==> src/rtl/prog_loader.sv <==
// rtl/prog_loader.sv - program-RAM loader: host byte stream into RAM, then CPU hold/release
// Optional trailing checksum byte: define PROG_LOADER_CHECKSUM_EN
module prog_loader #(
   parameter int ADDR_W      = 4,
   parameter int DATA_W      = 8,
   parameter int HOLD_CYCLES = 2
) (
   input  logic              clk,
   input  logic              clr,
   input  logic              start,
   input  logic [DATA_W-1:0] in_data,
   input  logic              in_valid,
   output logic              in_ready,
   output logic [ADDR_W-1:0] ram_addr,
   output logic [DATA_W-1:0] ram_data,
   output logic              ram_we,
   output logic              cpu_hold,
   output logic              busy,
   output logic              done,
   output logic              err
);

   localparam int HW = (HOLD_CYCLES > 1) ? $clog2(HOLD_CYCLES) : 1;
   localparam logic [ADDR_W-1:0] LAST = {ADDR_W{1'b1}};

   typedef enum logic [2:0] {
      S_IDLE,
      S_LOAD,
      S_CHECK,
      S_RELEASE,
      S_DONE,
      S_ERROR
   } state_t;

   state_t            state, state_nx;
   logic [ADDR_W-1:0] cnt;
   logic [HW-1:0]     hcnt;
   logic              wr_acc;
   logic              last_acc;
   logic              hold_end;
   logic              start_load;

   // Only LOAD writes RAM; the checksum byte in CHECK is consumed without a write
   assign wr_acc     = in_valid && (state == S_LOAD);
   assign last_acc   = wr_acc && (cnt == LAST);
   assign hold_end   = (hcnt == HW'(HOLD_CYCLES - 1));
   assign start_load = start && ((state == S_IDLE) || (state == S_DONE) || (state == S_ERROR));

`ifdef PROG_LOADER_CHECKSUM_EN
   logic [DATA_W-1:0] sum;
   logic              chk_acc;
   logic              sum_ok;

   assign chk_acc = in_valid && (state == S_CHECK);
   assign sum_ok  = ((sum + in_data) == '0);

   always_ff @(posedge clk or posedge clr) begin
      if (clr) begin
         sum <= '0;
      end else if (start_load) begin
         sum <= '0;
      end else if (wr_acc) begin
         sum <= sum + in_data;
      end
   end
`endif

   always_ff @(posedge clk or posedge clr) begin
      if (clr) begin
         state <= S_IDLE;
      end else begin
         state <= state_nx;
      end
   end

   always_comb begin
      state_nx = state;
      in_ready = 1'b0;
      cpu_hold = 1'b1;
      busy     = 1'b0;
      done     = 1'b0;
      err      = 1'b0;
      case (state)
         S_IDLE: begin
            if (start_load) state_nx = S_LOAD;
         end
         S_LOAD: begin
            in_ready = 1'b1;
            busy     = 1'b1;
`ifdef PROG_LOADER_CHECKSUM_EN
            if (last_acc) state_nx = S_CHECK;
`else
            if (last_acc) state_nx = S_RELEASE;
`endif
         end
         S_CHECK: begin
`ifdef PROG_LOADER_CHECKSUM_EN
            in_ready = 1'b1;
            busy     = 1'b1;
            if (chk_acc) state_nx = sum_ok ? S_RELEASE : S_ERROR;
`else
            state_nx = S_IDLE;
`endif
         end
         S_RELEASE: begin
            busy = 1'b1;
            if (hold_end) state_nx = S_DONE;
         end
         S_DONE: begin
            cpu_hold = 1'b0;
            done     = 1'b1;
            if (start_load) state_nx = S_LOAD;
         end
         S_ERROR: begin
`ifdef PROG_LOADER_CHECKSUM_EN
            err = 1'b1;
`endif
            if (start_load) state_nx = S_LOAD;
         end
         default: state_nx = S_IDLE;
      endcase
   end

   // Address counter saturates on the last byte so address 0 is never rewritten
   always_ff @(posedge clk or posedge clr) begin
      if (clr) begin
         cnt      <= '0;
         hcnt     <= '0;
         ram_addr <= '0;
         ram_data <= '0;
         ram_we   <= 1'b0;
      end else begin
         ram_we <= wr_acc;
         if (wr_acc) begin
            ram_addr <= cnt;
            ram_data <= in_data;
            if (cnt != LAST) cnt <= cnt + 1'b1;
         end else if (start_load) begin
            cnt <= '0;
         end
         hcnt <= (state == S_RELEASE) ? hcnt + 1'b1 : '0;
      end
   end

endmodule

==> config.mk <==
export PLATFORM = sky130hd
export DESIGN_NAME = prog_loader
export DESIGN_NICKNAME = d
export VERILOG_FILES = /design/src/rtl/prog_loader.sv
export SDC_FILE = /design/constraint.sdc
export NUM_CORES = 1
export LEC_CHECK = 0
export BUFFER_PORTS_ARGS = -buffer_cell sky130_fd_sc_hd__buf_2
export CORE_UTILIZATION = 50
export CTS_BUF_LIST = sky130_fd_sc_hd__clkbuf_4
export CTS_CLUSTER_DIAMETER = 200
export DETAILED_ROUTE_END_ITERATION = 6
export GPL_ROUTABILITY_DRIVEN = 0
export PLACE_DENSITY_LB_ADDON = 0.15
export SLEW_MARGIN = 40
export SYNTH_ARGS = -nofsm -noshare
export SYNTH_HDL_FRONTEND = slang
export SYNTH_SLANG_ARGS = --single-unit
==> constraint.sdc <==
create_clock -name clk -period 1.7 [get_ports clk]
set_input_delay 0.34 -clock clk [delete_from_list [all_inputs] [get_ports clk]]
set_output_delay 0.34 -clock clk [all_outputs]
set_load 0.005 [all_outputs]
==> summary.txt <==
CTS
  • CTS tree: built
  • Post-CTS setup buffers: 0
  • Cts bufs inserted: 3
  • CTS Hold Bufs: 0
  • Clk sinks: 21
  • Clock-pin transition on the worst setup and hold timing paths: 0.11 ns
  • CTS Root Cell: clkbuf_4
  • Clock Tree Buf Depth: 2
  • H-Tree Depth: 1
  • PostCTS Resize Cnt: 0
  • Worst skew pair latency: 0.29 ns

Final layout
  • # diodes: 0
  • Layout fillers: around 130
  • Layout cells sized above 1: between 50% and 60%
  • Post-layout util: ~64%
  • Nets: approximately 110
  • Layout Area Growth over Synthesis: 21.5%

Floorplanning
  • Initial core utilization: a little over half
  • Row cnt: 15
  • Die width: between 40 and 50 um
  • Die Area: just under 2000 um^2
  • Core Region: between 1500 and 2000 um^2
  • Ports: 30
  • DIE HEIGHT: about 45 um

Synth
  • Most frequent cell after synthesis: dfrtp_1
  • Area of the mapped netlist: roughly 900 um^2
  • Top-area cell type share of the netlist area: slightly below 60%
  • Post-synth cell types: 28
  • Synthesis-stage register bit count: 21
  • Asr flop ratio synth: 100%
  • Synth top area cells: dfrtp_1 (58%), mux2_2 (15%), nor4bb_4 (2.8%)
  • Synth top cells by count: dfrtp_1 (21), mux2_2 (12), inv_1 (3), nand2_1 (3), nor2_1 (3)
  • Syn_area_per_cell: between 10 and 15 um^2
  • Sequential share of the synthesized area: about 58%
  • Net Count, Synth: 80
  • Yosys top cell by area: dfrtp_1
  • Yosys warning count: 0
  • Main synth FF type: dfrtp_1
  • Synthesized instance count: 67
  • EDFF count, synth: 0

Critical path
  • RR Endpoint: cnt[3]
  • Critical Path Max Stage Delay: between 0.4 and 0.5 ns
  • CP cell instances: nor2b_1, and2b_1, buf_2
  • CP bufs+invs: 1
  • CP Max Fanout: 5
  • Setup CP Type: flop to primary output
  • Crit-path slowest cell: dfrtp_1
  • Crit Reg-Reg Startpoint: state[1]
  • CP Depth: 3
  • Kind of start point of the critical path: flop
  • R2R depth: 5
  • CP required: roughly 1.4 ns
  • Element type at the critical path end: primary output
  • R2R setup slack: around 0.17 ns
  • Arrival @ worst endpoint: ~1.3 ns
  • Top Family by Delay on Critical Path: simple AND/OR/NAND/NOR gates

Run
  • Maxcap violations: 0

Global route
  • Gr usage total: 16.8%
  • Global-route wire length before repair: between 2 and 2.5 mm
  • Number of global-route vias before repair: 547
  • Initial antenna violation count: 0
  • Pin count of the biggest net entering global routing: 22
  • Grt ovf: 0

Timing
  • Final period utilization: between 90% and 100%
  • Final hold slack: ~0.049 ns
  • Final Max Slew Viols: 0
  • Setup Skew: roughly 0.0017 ns
  • RSZ-0062 raised after global routing: no
  • Crit path time final: 1.59 ns
  • Final setup TNS: 0 ns
  • Endpoints failing hold: 0
  • Max Fclk: between 600 and 700 MHz
  • Final setup violation count: 0

Power and ir drop
  • Power, Total: approximately 2000 uW
  • Leak Pwr: 0.000543 uW
  • Power Dens Cells: about 1800 nW/um^2
  • VDD IR max: between 1 and 1.5 mV

Placement
  • Count of input and output buffers: 28

Drt
  • Routed Antenna Nets: 0
  • Vias/cell: between 4 and 5
  • Initial drt markers: 6
  • Detailed-route via count: 605
  • Wire per inst: around 11 um
  • DRC Markers: 0
  • TritonRoute pass-1 iters: 2
  • Final wirelength: between 1 and 1.5 mm

Status
  • Status: complete, no violations

Worst hold path
  • Worst hold path class: input pin to asynchronous set/reset pin
[tightest hold or removal path, cell delays in order]
cell and delay, ns:
buf_2 0.09, inv_1 0.04, buf_4 0.26
[worst max path at each step]
stage / from / end / slack, ns
2_1_floorplan: state[1] / ram_data[0] / 0.25
3_3_place_gp: in_valid / cnt[3] / 0.25
3_5_place_dp: state[2] / cnt[3] / 0.21
4_1_cts: state[1] / cpu_hold / 0.03
5_1_grt: state[1] / cpu_hold / 0.003
6_report: state[0] / in_ready / 0.11
[state kept, by name, indices dropped and copies added, names as in the netlist]
name,count
ram_we,1
ram_data,8
ram_addr,4
state,3
hcnt,1
cnt,4
[metal layers]
layer	wire (um)	GRT usage [%]	vias to the layer above
met1	635	20.8	291
li1	-	-	296
met2	716	28.2	14
met4	17	7.27	0
met5	0	0	-
met3	41	3.67	4
[final cells by class]
type                            count  area (um^2)  share of cell area [%]
Timing Repair Buffer               31          175                    15.9
Multi-Input combinational cell     40          330                    30.0
Sequential cell                    21          526                    47.7
Inverter                            3         11.3                    1.02
Clock inverter                      1         5.00                   0.455
Tap cell                           25         31.3                    2.84
Clock buffer                        3         22.5                    2.05
[kinds of logic after synthesis]
logic type               Yosys count  share of synthesized area [%]
flip-flops                        21                           58.0
AND/OR/NAND/NOR                   18                           13.5
multiplexers                      12                           14.9
AO/OA/AOI/OAI                      8                           6.22
buffers and inverters              6                           5.53
adder cells (fa/ha/maj)            1                           1.38
other                              1                          0.414
[through the flow]
stage,cells,instance area [um^2],worst slack [ns]
finish,124,1100,0.111
global route,124,1100,0.00279
CTS,125,1110,0.0287
detailed placement,121,1080,0.208
global placement,121,1080,0.247
floorplan,67,906,0.249
[placed cells by master, fill, tap and decap left out, drive strengths merged]
master and n:
o21a 1, nand2 3, nand4 1, a32o 1, clkinv 1, nor2b 1
and4b 1, a21o 1, conb 1, nand2b 1, and4 1, nand3 2
nor2 3, mux2 12, nand3b 1, and2b 1, buf 31, nor3 1
dfrtp 21, clkbuf 3, a31oi 1, ha 1, inv 3, a21oi 2
o21ai 2, nor3b 1, nor4bb 1
[power breakdown]
part           leakage, uW  total, uW  internal (uW)  switching (uW)
registers         0.000253        899            733             166
logic             0.000273        835            502             333
clock network    0.0000177        228           87.6             140
total             0.000543       1960           1320             639
Note: power is estimated with default switching activity, not from simulation.
